==> src/rtl/rf_scoreboard_pkg.sv <==
// Shared types and helpers for the register-file scoreboard.
package rf_scoreboard_pkg;

  localparam int unsigned REG_IDX_W     = 5;
  localparam int unsigned NREGS_DEFAULT = 32;
  localparam int unsigned INFLIGHT_W    = 6;

  typedef logic [REG_IDX_W-1:0]  reg_idx_t;
  typedef logic [INFLIGHT_W-1:0] inflight_t;

  // One saturating step of the total in-flight write count, clamped to [0, 2^W-1].
  function automatic inflight_t inflight_step(input inflight_t cur, input logic inc,
                                              input logic dec);
    inflight_t nxt;
    nxt = cur;
    if (inc && !dec && (cur != '1)) begin
      nxt = cur + inflight_t'(1);
    end else if (dec && !inc && (cur != '0)) begin
      nxt = cur - inflight_t'(1);
    end
    return nxt;
  endfunction

endpackage

==> src/rtl/rf_scoreboard_if.sv <==
// Issue (Dispatcher), writeback (Committer) and flush signals seen by the scoreboard.
interface rf_scoreboard_if;

  logic                          issue_valid;
  logic                          issue_ready;
  rf_scoreboard_pkg::reg_idx_t   issue_rs1;
  rf_scoreboard_pkg::reg_idx_t   issue_rs2;
  logic                          issue_rs1_used;
  logic                          issue_rs2_used;
  rf_scoreboard_pkg::reg_idx_t   issue_rd;
  logic                          issue_rd_we;
  logic                          wb_valid;
  rf_scoreboard_pkg::reg_idx_t   wb_rd;
  logic                          wb_we;
  logic                          flush;

  modport master (
    output issue_valid, issue_rs1, issue_rs2, issue_rs1_used, issue_rs2_used,
           issue_rd, issue_rd_we, wb_valid, wb_rd, wb_we, flush,
    input  issue_ready
  );

  modport slave (
    input  issue_valid, issue_rs1, issue_rs2, issue_rs1_used, issue_rs2_used,
           issue_rd, issue_rd_we, wb_valid, wb_rd, wb_we, flush,
    output issue_ready
  );

endinterface

==> src/rtl/rf_scoreboard_sb_counter.sv <==
// Per-register pending-write counter: up/down with synchronous clear.
module rf_scoreboard_sb_counter #(
  parameter int unsigned CNT_W = 2
) (
  input  logic             clk,
  input  logic             rst,
  input  logic             inc,
  input  logic             dec,
  input  logic             clr,
  output logic [CNT_W-1:0] cnt,
  output logic             zero,
  output logic             full
);

  logic [CNT_W-1:0] cnt_q, cnt_d;

  always_comb begin
    cnt_d = cnt_q;
    if (clr) begin
      cnt_d = '0;
    end else if (inc && !dec) begin
      cnt_d = cnt_q + CNT_W'(1);
    end else if (dec && !inc) begin
      cnt_d = cnt_q - CNT_W'(1);
    end
  end

  always_ff @(posedge clk) begin
    if (rst) begin
      cnt_q <= '0;
    end else begin
      cnt_q <= cnt_d;
    end
  end

  assign cnt  = cnt_q;
  assign zero = (cnt_q == '0);
  assign full = (cnt_q == '1);

endmodule

==> src/rtl/rf_scoreboard.sv <==
// Tracks in-flight register writes; stalls issue on RAW hazards and on counter saturation.
module rf_scoreboard
  import rf_scoreboard_pkg::*;
#(
  parameter int unsigned NREGS     = NREGS_DEFAULT,
  parameter int unsigned CNT_W     = 2,
  parameter bit          WB_BYPASS = 1'b1
) (
  input  logic                 clk,
  input  logic                 rst,
  rf_scoreboard_if.slave       sb,
  output inflight_t            inflight_cnt,
  output logic [NREGS-1:0]     busy,
  output logic                 err_underflow
);

  logic [NREGS-1:0][CNT_W-1:0] cnt;
  logic [NREGS-1:0]            zero;
  logic [NREGS-1:0]            full;
  logic [NREGS-1:0]            inc;
  logic [NREGS-1:0]            dec;
  logic [NREGS-1:0]            eff_nz;
  logic [NREGS-1:0]            eff_full;

  logic      hazard;
  logic      issue_fire;
  logic      inc_any;
  logic      dec_any;
  logic      underflow_hit;
  inflight_t inflight_q, inflight_d;
  logic      err_q;

  // x0 is never tracked: it reads as an empty counter that cannot change.
  assign cnt[0]      = '0;
  assign zero[0]     = 1'b1;
  assign full[0]     = 1'b0;
  assign inc[0]      = 1'b0;
  assign dec[0]      = 1'b0;
  assign eff_nz[0]   = 1'b0;
  assign eff_full[0] = 1'b0;

  for (genvar i = 1; i < NREGS; i++) begin : g_reg
    assign inc[i] = issue_fire && sb.issue_rd_we && (sb.issue_rd == reg_idx_t'(i));
    assign dec[i] = sb.wb_valid && sb.wb_we && (sb.wb_rd == reg_idx_t'(i)) && !zero[i];

    // With bypass, a writeback retiring the last pending write releases the hazard now.
    if (WB_BYPASS) begin : g_byp
      assign eff_nz[i]   = !(zero[i] || (dec[i] && (cnt[i] == CNT_W'(1))));
      assign eff_full[i] = full[i] && !dec[i];
    end else begin : g_nobyp
      assign eff_nz[i]   = !zero[i];
      assign eff_full[i] = full[i];
    end

    rf_scoreboard_sb_counter #(
      .CNT_W (CNT_W)
    ) u_cnt (
      .clk  (clk),
      .rst  (rst),
      .inc  (inc[i]),
      .dec  (dec[i]),
      .clr  (sb.flush),
      .cnt  (cnt[i]),
      .zero (zero[i]),
      .full (full[i])
    );
  end

  assign hazard = (sb.issue_rs1_used && eff_nz[sb.issue_rs1])
               || (sb.issue_rs2_used && eff_nz[sb.issue_rs2])
               || (sb.issue_rd_we    && eff_full[sb.issue_rd]);

  assign sb.issue_ready = !rst && !sb.flush && !hazard;
  assign issue_fire     = sb.issue_valid && sb.issue_ready;

  assign inc_any = issue_fire && sb.issue_rd_we && (sb.issue_rd != '0);
  assign dec_any = |dec;

  // A writeback that lands together with a flush is discarded, including its error check.
  assign underflow_hit = sb.wb_valid && sb.wb_we && (sb.wb_rd != '0) && zero[sb.wb_rd]
                      && !sb.flush;

  always_comb begin
    inflight_d = inflight_step(inflight_q, inc_any, dec_any);
    if (sb.flush) begin
      inflight_d = '0;
    end
  end

  always_ff @(posedge clk) begin
    if (rst) begin
      inflight_q <= '0;
      err_q      <= 1'b0;
    end else begin
      inflight_q <= inflight_d;
      if (underflow_hit) begin
        err_q <= 1'b1;
      end
    end
  end

  assign inflight_cnt  = inflight_q;
  assign busy          = ~zero;
  assign err_underflow = err_q;

endmodule
==> src/flat_wrapper.sv <==
// flat-port wrapper written by rule: the top's interface ports become plain ports
module rf_scoreboard_flat import rf_scoreboard_pkg::*;
#(
  parameter int unsigned NREGS     = NREGS_DEFAULT,
  parameter int unsigned CNT_W     = 2,
  parameter bit          WB_BYPASS = 1'b1
)
  (clk, rst, inflight_cnt, busy, err_underflow, sb_issue_valid, sb_issue_rs1, sb_issue_rs2, sb_issue_rs1_used, sb_issue_rs2_used, sb_issue_rd, sb_issue_rd_we, sb_wb_valid, sb_wb_rd, sb_wb_we, sb_flush, sb_issue_ready);
  rf_scoreboard_if sb_i ();
  input  logic clk;
  input  logic rst;
  output inflight_t inflight_cnt;
  output logic [NREGS-1:0] busy;
  output logic err_underflow;
  input wire logic [$bits(sb_i.issue_valid)-1:0] sb_issue_valid;
  input wire logic [$bits(sb_i.issue_rs1)-1:0] sb_issue_rs1;
  input wire logic [$bits(sb_i.issue_rs2)-1:0] sb_issue_rs2;
  input wire logic [$bits(sb_i.issue_rs1_used)-1:0] sb_issue_rs1_used;
  input wire logic [$bits(sb_i.issue_rs2_used)-1:0] sb_issue_rs2_used;
  input wire logic [$bits(sb_i.issue_rd)-1:0] sb_issue_rd;
  input wire logic [$bits(sb_i.issue_rd_we)-1:0] sb_issue_rd_we;
  input wire logic [$bits(sb_i.wb_valid)-1:0] sb_wb_valid;
  input wire logic [$bits(sb_i.wb_rd)-1:0] sb_wb_rd;
  input wire logic [$bits(sb_i.wb_we)-1:0] sb_wb_we;
  input wire logic [$bits(sb_i.flush)-1:0] sb_flush;
  output wire logic [$bits(sb_i.issue_ready)-1:0] sb_issue_ready;
  assign sb_i.issue_valid = sb_issue_valid;
  assign sb_i.issue_rs1 = sb_issue_rs1;
  assign sb_i.issue_rs2 = sb_issue_rs2;
  assign sb_i.issue_rs1_used = sb_issue_rs1_used;
  assign sb_i.issue_rs2_used = sb_issue_rs2_used;
  assign sb_i.issue_rd = sb_issue_rd;
  assign sb_i.issue_rd_we = sb_issue_rd_we;
  assign sb_i.wb_valid = sb_wb_valid;
  assign sb_i.wb_rd = sb_wb_rd;
  assign sb_i.wb_we = sb_wb_we;
  assign sb_i.flush = sb_flush;
  assign sb_issue_ready = sb_i.issue_ready;
  rf_scoreboard #(.NREGS(NREGS), .CNT_W(CNT_W), .WB_BYPASS(WB_BYPASS)) u_core (.clk(clk), .rst(rst), .sb(sb_i), .inflight_cnt(inflight_cnt), .busy(busy), .err_underflow(err_underflow));
endmodule
==> config.mk <==
export PLATFORM = sky130hd
export DESIGN_NAME = rf_scoreboard_flat
export DESIGN_NICKNAME = d
export VERILOG_FILES = /design/src/rtl/rf_scoreboard_pkg.sv /design/src/rtl/rf_scoreboard_if.sv /design/src/rtl/rf_scoreboard_sb_counter.sv /design/src/rtl/rf_scoreboard.sv /design/src/flat_wrapper.sv
export SDC_FILE = /design/constraint.sdc
export NUM_CORES = 1
export LEC_CHECK = 0
export ABC_AREA = 0
export BUFFER_PORTS_ARGS = -buffer_cell sky130_fd_sc_hd__buf_4
export CAP_MARGIN = 40
export CORE_UTILIZATION = 50
export DETAILED_ROUTE_END_ITERATION = 8
export PLACE_DENSITY = 0.75
export SYNTH_ARGS = -nofsm -noshare
export SYNTH_HDL_FRONTEND = slang
export SYNTH_SLANG_ARGS = --single-unit
==> constraint.sdc <==
create_clock -name clk -period 3.87 [get_ports clk]
set_input_delay 0.5805 -clock clk [delete_from_list [all_inputs] [get_ports clk]]
set_output_delay 0.5805 -clock clk [all_outputs]
set_load 0.01 [all_outputs]
==> flow_summary.json <==
{
  "fillers": 1151,
  "cts_buffers": 9,
  "yosys.area_share.simple_pct": 24.8,
  "start_util_pct": 51.8,
  "synth_fa_ha_area_share_pct": 21.2,
  "globalplace.congestion": 1.02,
  "hpwl_mm": 22.6,
  "cp.arrival_ps": 4120,
  "hold_viol": 0,
  "syn_area_per_cell_um2": 7.93,
  "first_pass_iters": 8,
  "yosysSeqAreaShare_pct": 18.1,
  "wl_per_cell_um": 21.0,
  "area_growth_pct": 37.4,
  "vias": 8605,
  "worstPathRequired_ps": 4110,
  "yosys.area_share.xor_xnor_pct": 7.44,
  "crit_fanout": 15,
  "fin_hold_ws_ps": 410,
  "drv_cap": 0,
  "finalCritPeriodShare_pct": 100,
  "hold_buffers": 0,
  "core_area_um2": 14800,
  "wirelength_mm": 29.4,
  "synthCells": 965,
  "fin_tns_setup_ps": -5.12,
  "setup_ws_ps": -5.12,
  "cts_root_buf": "clkbuf_16",
  "synthMuxAreaShare_pct": 1.91,
  "clk_pin_slew_ps": 60,
  "drc": 8,
  "synth-compound-area-share_pct": 17.1,
  "rsz0062_at_grt": "yes",
  "cts_sinks": 69,
  "synth_top_family_by_area": "simple AND/OR/NAND/NOR gates",
  "startpoint_type": "input pin",
  "synth-edff-count": 0,
  "async_flop_share_pct": 0,
  "synth_ff_type": "dfxtp_1",
  "netlist_area_um2": 7650,
  "gr-total-overflow": 0,
  "p_per_area_nw_per_um2": 193,
  "skew_ps": 11.6,
  "num-nets-final": 1366,
  "die_area_um2": 15800,
  "grt_first_pass_wirelength_mm": 43.1,
  "leakage_nw": 4.83,
  "synth.net_count": 1123,
  "h-tree-depth": 3,
  "io_pins": 69,
  "worst_skew_pair.late_latency_ps": 360,
  "synth_cell_types": 87,
  "diodes": 0,
  "cp-end-kind": "flip-flop",
  "path_class": "in -> reg",
  "drive_gt1_share_pct": 32.2,
  "worstHoldPathType": "in -> reg",
  "via_per_inst": 6.16,
  "ys_ff_latch": 69,
  "grt_use_total_pct": 35.7,
  "violations": "design-rule violations, negative setup slack",
  "period_minus_slack_ps": 3880,
  "first_iter_violations": 1090,
  "setup_viol": 1,
  "peakVddDrop_uv": 218,
  "die_w_um": 126,
  "slew_viol_final": 0,
  "antenna_found_initial": 0,
  "grt_pass1_vias": 7872,
  "rows": 44,
  "fmax_mhz": 258,
  "status": "finished with violations",
  "ant_nets": 0,
  "cts_buffer_depth": 2,
  "yosys_warnings": 0,
  "die_h_um": 126,
  "grt_max_degree": 31,
  "cts_tree": "built",
  "io_buffers": 67
}
==> cells in the final DEF (no fill, tap or decap), types with 4 or more instances in the layout <==
master,count
a211oi_1,12
a21oi_1,43
a31oi_1,16
xor2_1,63
and2_1,4
nor2b_1,9
inv_1,121
or3_1,4
clkbuf_16,9
o31a_1,4
o211ai_1,8
nand2b_1,8
or4_1,7
and4_1,5
nand3_1,20
ha_1,125
nand4_1,13
buf_6,6
nor3_1,31
mux4_2,5
nand2_1,33
nor2_1,124
o21ai_0,9
a221oi_1,4
nor2_2,10
a311oi_1,20
buf_4,273
dfxtp_1,67
nor4_1,5
and4b_2,4
==> Yosys cell counts (all sizes together) (5+ instances only) <==
cell type | count | area share [%]
mux4 | 5 | 1.5
a211oi | 12 | 1.2
inv | 122 | 6.0
nand3 | 23 | 1.5
nor2 | 135 | 6.9
o41ai | 5 | 0.77
and4 | 6 | 0.69
nor4b | 6 | 0.85
nor2b | 10 | 0.82
dfxtp | 69 | 18
and4b | 7 | 0.92
nand2 | 34 | 1.7
nor4 | 9 | 0.82
buf | 23 | 2.0
o2111ai | 5 | 0.57
o311ai | 7 | 0.80
clkbuf | 29 | 1.4
xor2 | 63 | 7.2
o211ai | 8 | 0.79
o21ai | 10 | 0.65
or4 | 9 | 0.98
a21oi | 44 | 2.9
nand4 | 14 | 1.3
ha | 128 | 21
nand2b | 11 | 0.90
nor3 | 36 | 2.5
a41oi | 5 | 0.57
a311oi | 21 | 2.4
a31oi | 16 | 1.3
a32oi | 5 | 0.67
==> layer usage <==
layer	GRT usage [%]	up-vias	share of wire [%]
li1	-	3903	-
met2	56.0	567	43
met4	19.3	0	5.8
met5	0	-	0
met3	8.67	143	11
met1	45.2	3992	40
==> flip-flops by register name (all words and copies together) (netlist names) <==
signal,flops
u_core.g.u_cnt.cnt,62
u_core.inflight_cnt,6
u_core.err_underflow,1
==> area by class of cell <==
cell class	instances	area [um2]	share of cell area, %
multi-input cells	723	5920	56.3
repair buffers	283	2190	20.9
flip-flops and latches	69	1380	13.2
inverters	122	460	4.38
well taps	184	230	2.19
clock buffers	9	225	2.14
clock inverters	7	96.3	0.917
==> repair_timing <==
item,CTS,global route
pin swaps,11,22
gates resized for setup,16,54
gates cloned,0,1
buffers inserted,3,2
endpoints found under the setup margin,17,37
==> worst paths after layout <==
kind                           startpoint                             to  slack, ps  depth (start not counted)
max                           sb_wb_rd[0]         u_core.inflight_cnt[5]         -5                         21
min                                   rst           u_core.err_underflow        410                          2
max reg2reg  u_core.g_reg[5].u_cnt.cnt[0]  u_core.g_reg[11].u_cnt.cnt[1]         30                         17
min reg2reg          u_core.err_underflow           u_core.err_underflow        500                          2
==> power breakdown <==
group / internal [mW] / leakage (nW) / switching [mW]
combinational: 0.164 / 4.12 / 0.221
clock: 0.568 / 0.160 / 0.359
sequential: 0.712 / 0.557 / 0.00175
==> cell families (layout without fill, tap and decap cells) <==
family          Yosys count  after routing
flops                    69             69
simple gates            342            343
compound gates          177            177
buf+inv                 174            421
xor+xnor                 65             65
other cells               1              1
mux                       8              8
fa+ha+maj               129            129
==> critical path: stages <==
cell      delay, ps
buf_6           140
buf_8           160
buf_4           140
buf_4           140
nand3b_1        100
nor3_1           80
nor4bb_1        400
nand3_2         210
nor3_4          270
nand4_1         200
nor2_4          190
inv_4            70
ha_4            210
a21o_1          160
a21oi_2         130
nor2b_1          60
o21a_1          200
nor4_2          280
o31a_1          190
o21ai_1          60
nor3b_1         140
==> stage by stage <==
step                      cell area (um2)  setup WS (ps)  util [%]  instances  total power [mW]
after global routing                10500           -165      71.2       1397              2.07
after floorplan                      7710          -53.5         -        965             0.891
after detailed placement             9790           -410      66.3       1375              1.07
after global placement               9770           -386      66.2       1374              1.06
final                               10500          -5.12      71.2       1397              2.03
after CTS                           10200           15.2      69.2       1394              2.00
(Power assumes the default switching activity.)
